$ cat config.mk
export PLATFORM = sky130hd
export DESIGN_NAME = tdm_frame_scheduler_flat
export DESIGN_NICKNAME = d
export VERILOG_FILES = /design/src/rtl/tdm_pkg.sv /design/src/rtl/tdm_frame_scheduler_if.sv /design/src/rtl/tdm_slot_reg.sv /design/src/rtl/tdm_frame_scheduler.sv /design/src/flat_wrapper.sv
export SDC_FILE = /design/constraint.sdc
export NUM_CORES = 1
export LEC_CHECK = 0
export ABC_AREA = 0
export BUFFER_PORTS_ARGS = -buffer_cell sky130_fd_sc_hd__buf_4
export CORE_AREA = 3 3 75 77
export CTS_BUF_LIST = sky130_fd_sc_hd__clkbuf_4
export CTS_CLUSTER_SIZE = 8
export DETAILED_ROUTE_END_ITERATION = 10
export DIE_AREA = 0 0 78 80
export PLACE_DENSITY_LB_ADDON = 0.15
export SYNTH_ARGS = -nofsm -noshare
export SYNTH_HDL_FRONTEND = slang
export SYNTH_SLANG_ARGS = --single-unit
$ cat constraint.sdc
create_clock -name clk -period 3.89 [get_ports clk]
set_input_delay 0.1945 -clock clk [delete_from_list [all_inputs] [get_ports clk]]
set_output_delay 0.1945 -clock clk [all_outputs]
set_load 0.01 [all_outputs]
$ cat src/rtl/tdm_pkg.sv
// Shared constants, state encoding and helpers for the TDM frame scheduler.
package tdm_pkg;
    localparam int WIDTH = 8;
    localparam int NUM_CH = 3;
    localparam int FRAME_LEN = NUM_CH * WIDTH;
    localparam logic [WIDTH-1:0] IDLE_BYTE = 8'h00;

    typedef enum logic {
        S_IDLE = 1'b0,
        S_RUN  = 1'b1
    } state_t;

    // Up to three underruns can land on one load edge; clamp at 255.
    function automatic logic [7:0] sat_add(input logic [7:0] a, input logic [1:0] b);
        logic [8:0] s;
        s = {1'b0, a} + {7'b0, b};
        return s[8] ? 8'hFF : s[7:0];
    endfunction
endpackage

$ cat src/rtl/tdm_frame_scheduler_if.sv
// Requester handshakes, per-channel slot outputs and status of the TDM scheduler.
interface tdm_frame_scheduler_if #(parameter int WIDTH = tdm_pkg::WIDTH);
    logic             enable;
    logic [2:0]       ch_mask;
    logic [WIDTH-1:0] ch1_in, ch2_in, ch3_in;
    logic             ch1_valid, ch2_valid, ch3_valid;
    logic             ch1_ready, ch2_ready, ch3_ready;
    logic [WIDTH-1:0] channel1, channel2, channel3;
    logic             frame_start;
    logic             busy;
    logic [7:0]       underrun_cnt;

    modport master (
        output enable, ch_mask, ch1_in, ch2_in, ch3_in, ch1_valid, ch2_valid, ch3_valid,
        input  ch1_ready, ch2_ready, ch3_ready, channel1, channel2, channel3,
        input  frame_start, busy, underrun_cnt
    );

    modport slave (
        input  enable, ch_mask, ch1_in, ch2_in, ch3_in, ch1_valid, ch2_valid, ch3_valid,
        output ch1_ready, ch2_ready, ch3_ready, channel1, channel2, channel3,
        output frame_start, busy, underrun_cnt
    );
endinterface

$ cat src/rtl/tdm_slot_reg.sv
// One channel slot: ready generation, capture or idle-fill of the slot byte, underrun flag.
module tdm_slot_reg #(
    parameter int           W    = tdm_pkg::WIDTH,
    parameter logic [W-1:0] FILL = tdm_pkg::IDLE_BYTE
) (
    input  logic         clk,
    input  logic         rst,
    input  logic         load_pend,
    input  logic         frame_stop,
    input  logic         mask_bit,
    input  logic         valid,
    input  logic [W-1:0] data_in,
    output logic         ready,
    output logic [W-1:0] data_out,
    output logic         underrun
);
    import tdm_pkg::*;

    assign ready    = mask_bit & load_pend;
    assign underrun = ready & ~valid;

    always_ff @(posedge clk or posedge rst) begin
        if (rst) begin
            data_out <= FILL;
        end else if (load_pend) begin
            data_out <= (ready && valid) ? data_in : FILL;
        end else if (frame_stop) begin
            data_out <= FILL;
        end
    end
endmodule

$ cat src/rtl/tdm_frame_scheduler.sv
// Three-channel TDM frame scheduler: frame FSM, bit counter, frame_start and underrun counter.
//  state  | meaning
//  S_IDLE | no frame running; slots hold IDLE_BYTE, loads when enable is high
//  S_RUN  | frame in progress; bit_cnt walks 0..FRAME_LEN-1
module tdm_frame_scheduler #(
    parameter int               WIDTH     = tdm_pkg::WIDTH,
    parameter logic [WIDTH-1:0] IDLE_BYTE = tdm_pkg::IDLE_BYTE
) (
    input  logic                  clk,
    input  logic                  rst,
    tdm_frame_scheduler_if.slave  bus
);
    import tdm_pkg::*;

    localparam int FLEN = NUM_CH * WIDTH;
    localparam int CW   = $clog2(FLEN);
    localparam logic [CW-1:0] LAST = CW'(FLEN - 1);

    state_t        state;
    logic [CW-1:0] bit_cnt;
    logic          frame_start_q;
    logic [7:0]    ur_cnt;
    logic          at_last, load_pend, frame_stop;
    logic [2:0]    ur_flag;
    logic [1:0]    ur_add;

    assign at_last    = (state == S_RUN) && (bit_cnt == LAST);
    // Gated by rst so no ready leaks out while held in reset with enable high.
    assign load_pend  = !rst && bus.enable && ((state == S_IDLE) || at_last);
    assign frame_stop = at_last && !bus.enable;
    assign ur_add     = {1'b0, ur_flag[0]} + {1'b0, ur_flag[1]} + {1'b0, ur_flag[2]};

    tdm_slot_reg #(.W(WIDTH), .FILL(IDLE_BYTE)) u_slot1 (
        .clk(clk), .rst(rst), .load_pend(load_pend), .frame_stop(frame_stop),
        .mask_bit(bus.ch_mask[0]), .valid(bus.ch1_valid), .data_in(bus.ch1_in),
        .ready(bus.ch1_ready), .data_out(bus.channel1), .underrun(ur_flag[0])
    );

    tdm_slot_reg #(.W(WIDTH), .FILL(IDLE_BYTE)) u_slot2 (
        .clk(clk), .rst(rst), .load_pend(load_pend), .frame_stop(frame_stop),
        .mask_bit(bus.ch_mask[1]), .valid(bus.ch2_valid), .data_in(bus.ch2_in),
        .ready(bus.ch2_ready), .data_out(bus.channel2), .underrun(ur_flag[1])
    );

    tdm_slot_reg #(.W(WIDTH), .FILL(IDLE_BYTE)) u_slot3 (
        .clk(clk), .rst(rst), .load_pend(load_pend), .frame_stop(frame_stop),
        .mask_bit(bus.ch_mask[2]), .valid(bus.ch3_valid), .data_in(bus.ch3_in),
        .ready(bus.ch3_ready), .data_out(bus.channel3), .underrun(ur_flag[2])
    );

    always_ff @(posedge clk or posedge rst) begin
        if (rst) begin
            state         <= S_IDLE;
            bit_cnt       <= '0;
            frame_start_q <= 1'b0;
            ur_cnt        <= 8'd0;
        end else begin
            frame_start_q <= load_pend;
            ur_cnt        <= sat_add(ur_cnt, ur_add);
            if (load_pend) begin
                state   <= S_RUN;
                bit_cnt <= '0;
            end else if (frame_stop) begin
                state   <= S_IDLE;
                bit_cnt <= '0;
            end else if (state == S_RUN) begin
                bit_cnt <= bit_cnt + 1'b1;
            end
        end
    end

    assign bus.frame_start  = frame_start_q;
    assign bus.busy         = (state == S_RUN);
    assign bus.underrun_cnt = ur_cnt;
endmodule

$ cat src/flat_wrapper.sv
// flat-port wrapper written by rule: the top's interface ports become plain ports
module tdm_frame_scheduler_flat import tdm_pkg::*;
#(
    parameter int               WIDTH     = tdm_pkg::WIDTH,
    parameter logic [WIDTH-1:0] IDLE_BYTE = tdm_pkg::IDLE_BYTE
)
  (clk, rst, bus_enable, bus_ch_mask, bus_ch1_in, bus_ch2_in, bus_ch3_in, bus_ch1_valid, bus_ch2_valid, bus_ch3_valid, bus_ch1_ready, bus_ch2_ready, bus_ch3_ready, bus_channel1, bus_channel2, bus_channel3, bus_frame_start, bus_busy, bus_underrun_cnt);
  tdm_frame_scheduler_if #(.WIDTH(WIDTH)) bus_i ();
  input  logic clk;
  input  logic rst;
  input wire logic [$bits(bus_i.enable)-1:0] bus_enable;
  input wire logic [$bits(bus_i.ch_mask)-1:0] bus_ch_mask;
  input wire logic [$bits(bus_i.ch1_in)-1:0] bus_ch1_in;
  input wire logic [$bits(bus_i.ch2_in)-1:0] bus_ch2_in;
  input wire logic [$bits(bus_i.ch3_in)-1:0] bus_ch3_in;
  input wire logic [$bits(bus_i.ch1_valid)-1:0] bus_ch1_valid;
  input wire logic [$bits(bus_i.ch2_valid)-1:0] bus_ch2_valid;
  input wire logic [$bits(bus_i.ch3_valid)-1:0] bus_ch3_valid;
  output wire logic [$bits(bus_i.ch1_ready)-1:0] bus_ch1_ready;
  output wire logic [$bits(bus_i.ch2_ready)-1:0] bus_ch2_ready;
  output wire logic [$bits(bus_i.ch3_ready)-1:0] bus_ch3_ready;
  output wire logic [$bits(bus_i.channel1)-1:0] bus_channel1;
  output wire logic [$bits(bus_i.channel2)-1:0] bus_channel2;
  output wire logic [$bits(bus_i.channel3)-1:0] bus_channel3;
  output wire logic [$bits(bus_i.frame_start)-1:0] bus_frame_start;
  output wire logic [$bits(bus_i.busy)-1:0] bus_busy;
  output wire logic [$bits(bus_i.underrun_cnt)-1:0] bus_underrun_cnt;
  assign bus_i.enable = bus_enable;
  assign bus_i.ch_mask = bus_ch_mask;
  assign bus_i.ch1_in = bus_ch1_in;
  assign bus_i.ch2_in = bus_ch2_in;
  assign bus_i.ch3_in = bus_ch3_in;
  assign bus_i.ch1_valid = bus_ch1_valid;
  assign bus_i.ch2_valid = bus_ch2_valid;
  assign bus_i.ch3_valid = bus_ch3_valid;
  assign bus_ch1_ready = bus_i.ch1_ready;
  assign bus_ch2_ready = bus_i.ch2_ready;
  assign bus_ch3_ready = bus_i.ch3_ready;
  assign bus_channel1 = bus_i.channel1;
  assign bus_channel2 = bus_i.channel2;
  assign bus_channel3 = bus_i.channel3;
  assign bus_frame_start = bus_i.frame_start;
  assign bus_busy = bus_i.busy;
  assign bus_underrun_cnt = bus_i.underrun_cnt;
  tdm_frame_scheduler #(.WIDTH(WIDTH), .IDLE_BYTE(IDLE_BYTE)) u_core (.clk(clk), .rst(rst), .bus(bus_i));
endmodule
==> results.tsv <==
stage	metric	value	unit
logic_synthesis	largest family of logic cells by synthesized area	compound AO/OA/AOI/OAI gates	
critical_path	worst r2r src	u_core.bit_cnt[0]	
final_layout	Final nets	245	
global_routing	pin count of the biggest net entering global routing	29	
drt	DRC viols	0	
floorplan	io pins	70	
floorplan	floorplan core area	5070	µm²
pwr	Max VDD drop	0.222	mV
floorplan	Die ar.	6240	µm²
placed_design	Port Buffers	69	
final_layout	antenna cells	0	
logic_synthesis	mux share of post-synthesis cell area	0.00647	
global_routing	vias in the first global route	1385	
critical_path	Critical Path Start	u_core.bit_cnt[0]	
logic_synthesis	Mapped Cells	137	
critical_path	Critical Path Sink	u_core.bus.underrun_cnt[3]	
global_routing	initial antenna violation count	0	
logic_synthesis	Yosys top cell area share	0.560	
critical_path	crit-path cells	ha_1 -> nand4b_4 -> a21oi_2 -> and3b_1 -> fa_1 -> ha_1 -> fa_1 -> and3_1 -> nand4_1 -> nand3_1	
floorplan	number of placement rows	26	
clock_tree	Max clock buf depth	2	
critical_path	Worst R2R Setup Slack	0.74	ns
critical_path	Worst Path Required	4.11	ns
drt	vias per cell	5.05	
placed_design	DPL Wire Length	3.12	mm
logic_synthesis	Synth area leaders	dfrtp_1 56%, a32o_1 14%, and2_1 2.5%	
clock_tree	post-CTS setup buffers	0	
critical_path	Crit path largest cell delay	0.42	ns
hold_path	min-delay worst type	primary input to flip-flop	
critical_path	WP data arrival	3.37	ns
drt	Via Count	1404	
logic_synthesis	post-synthesis net count	175	
placed_design	dpl ws	0.715	ns
final_layout	Area Growth Syn to Fin	36.5	%
clock_tree	worst skew pair latency	0.34	ns
critical_path	critical path capture point type	flip-flop	
final_layout	final std cells w/o fill	278	
timing	minimum clock period	3.15	ns
timing	Slew @ Worst Pin	0.455	ns
timing	Clock Skew	0.0179	ns
timing	Worst Hold Slack	0.0853	ns
global_routing	gr ovfl total	0	
timing	Fmax	0.318	GHz
global_routing	first-pass GRT wire length	6.82	mm
critical_path	highest-delay cell along the critical path	dfrtp_1	
clock_tree	CTS tree	yes	
floorplan	initial core utilization	0.343	
critical_path	crit-path max FO	9	
job	max cap viols	0	
clock_tree	hold_buf cts	1	
drt	Initial DRC Count	65	
run_status	outcome	finished clean	
critical_path	FF-to-FF path depth	10	
clock_tree	root buf cell	clkbuf_4	
logic_synthesis	Post-synth EDFFs	0	
logic_synthesis	Yosys top cell by area	dfrtp_1	
clock_tree	clk slew on worst S/H paths	0.12	ns
critical_path	type of origin of the critical path	flip-flop	
drt	Detailed Routing Iterations Pass 1	4	
timing	slew margin rel.	0.696	
logic_synthesis	asr flop ratio synth	1.00	
logic_synthesis	Yosys reg bits	39	
floorplan	Die Wd	78	µm
global_routing	GRT Total Usage	0.138	
placed_design	Placed Cells	269	
logic_synthesis	Compound-Gate Fraction of Synth Area	0.195	
timing	post-route setup slack	0.742	ns
critical_path	terminus of the critical flop-to-flop path	u_core.bus.underrun_cnt[3]	
timing	fin crit share	0.809	
timing	max-slew violations	0	
logic_synthesis	Yosys warning count	0	
clock_tree	htree depth	2	
drt	Routed WL per cell	14.8	µm
timing	Setup TNS	0	ns
pwr	P per Cell Area	507	nW/µm²
clock_tree	post-CTS sizing	0	
final_layout	share of layout cells above drive strength 1	0.404	
critical_path	WS Path Type	flip-flop to flip-flop	
logic_synthesis	Netlist Area Pre-Place	1740	µm²
logic_synthesis	most common library cells after synthesis	39 x dfrtp_1, 24 x a32o_1, 7 x and2_1, 7 x nand2_1, 6 x a21oi_1	
clock_tree	total CTS buffers	5	
clock_tree	clk sinks	39	
logic_synthesis	count of different cell masters after synthesis	32	
timing	Fin. Hold Viols	0	
logic_synthesis	adder-cell share of the synthesized area	0.0445	
logic_synthesis	Syn Area/Cell	12.7	µm²
pwr	leak pwr	1.23	nW
timing	unrepaired setup endpoints after global routing	false	
timing	final setup violation count	0	
logic_synthesis	dominant synthesized flop cell	dfrtp_1	
floorplan	die height	80	µm
drt	ANT nets after route	0	
logic_synthesis	post-synthesis simple-gate area fraction	0.132	
logic_synthesis	most common cell in the netlist	dfrtp_1	
logic_synthesis	register area share after synthesis	0.560	
placed_design	RePlAce Congestion	0.788	
drt	Total Routed Length	4.11	mm
logic_synthesis	xor-xnor portion of the synthesized cell area	0.0251	
final_layout	utilization after layout	0.468	
==> logic make-up after synthesis <==
group / count (synthesis)
compound gates: 39
xor+xnor: 5
fa+ha+maj: 5
buf+inv: 12
flops: 39
mux: 1
simple gates: 36
==> through the flow <==
step / cell area, µm² / total power [W]
floorplan: 1740 / 0.000815
global placement: 2310 / 0.000996
detailed placement: 2310 / 0.00101
CTS: 2380 / 0.00122
global route: 2380 / 0.00129
finish: 2380 / 0.00121
==> area by class of cell <==
type	instances	area (µm²)
multi-input cells	86	702
clock inverters	2	12.5
fillers	499	2700
repair buffers	72	543
flip-flops and latches	39	976
clock buffers	6	45.0
inverters	3	11.3
well taps	70	87.6
==> report_power, final <==
part / internal (W) / leakage [nW] / switching [W]
Clock: 0.0000768 / 0.0317 / 0.000131
Sequential: 0.000506 / 0.524 / 0.0000944
Combinational: 0.000221 / 0.673 / 0.000176
==> per-layer routing <==
layer	global-route usage	wire [µm]	vias up
li1	-	-	662
met1	0.172	1760	694
met2	0.227	2020	46
met3	0.0418	296	2
met4	0.0472	27	0
met5	0	0	-
==> flip-flops by register name (all words and copies together) (netlist names) <==
register / flops
u_core.bit_cnt: 5
u_core.u_slot3.data_out: 8
u_core.bus.underrun_cnt: 8
u_core.bus.busy: 1
u_core.bus.frame_start: 1
u_core.u_slot2.data_out: 8
u_core.u_slot1.data_out: 8
==> worst min-delay path by stage <==
stage                     slack [ns]                         end          start  depth (start not counted)
after floorplan                 0.28             u_core.bus.busy            rst                          1
after global placement          0.26  u_core.bus.underrun_cnt[6]            rst                          2
after detailed placement        0.27  u_core.bus.underrun_cnt[6]            rst                          2
after CTS                       0.07  u_core.u_slot2.data_out[0]  bus_ch2_in[0]                          2
after global routing            0.06  u_core.u_slot3.data_out[1]  bus_ch3_in[1]                          2
final                           0.09  u_core.u_slot2.data_out[0]  bus_ch2_in[0]                          2
==> cell usage in the layout, fill, tap and decap left out, drive strengths merged, types with 4 or more instances in the layout <==
cell,Yosys,layout
a21oi,7,7
clkbuf,1,6
dfrtp,39,39
buf,8,71
nand2,7,7
nand3,4,4
and2,7,7
a32o,24,24
nand2b,5,5
==> worst max-delay path, delay by kind of cell (launching register included) <==
family / cells / cell delay [ns]
simple gates: 5 / 0.94
flops: 1 / 0.42
fa+ha+maj: 4 / 1.33
compound gates: 1 / 0.34
Note: power is estimated with default switching activity, not from simulation.
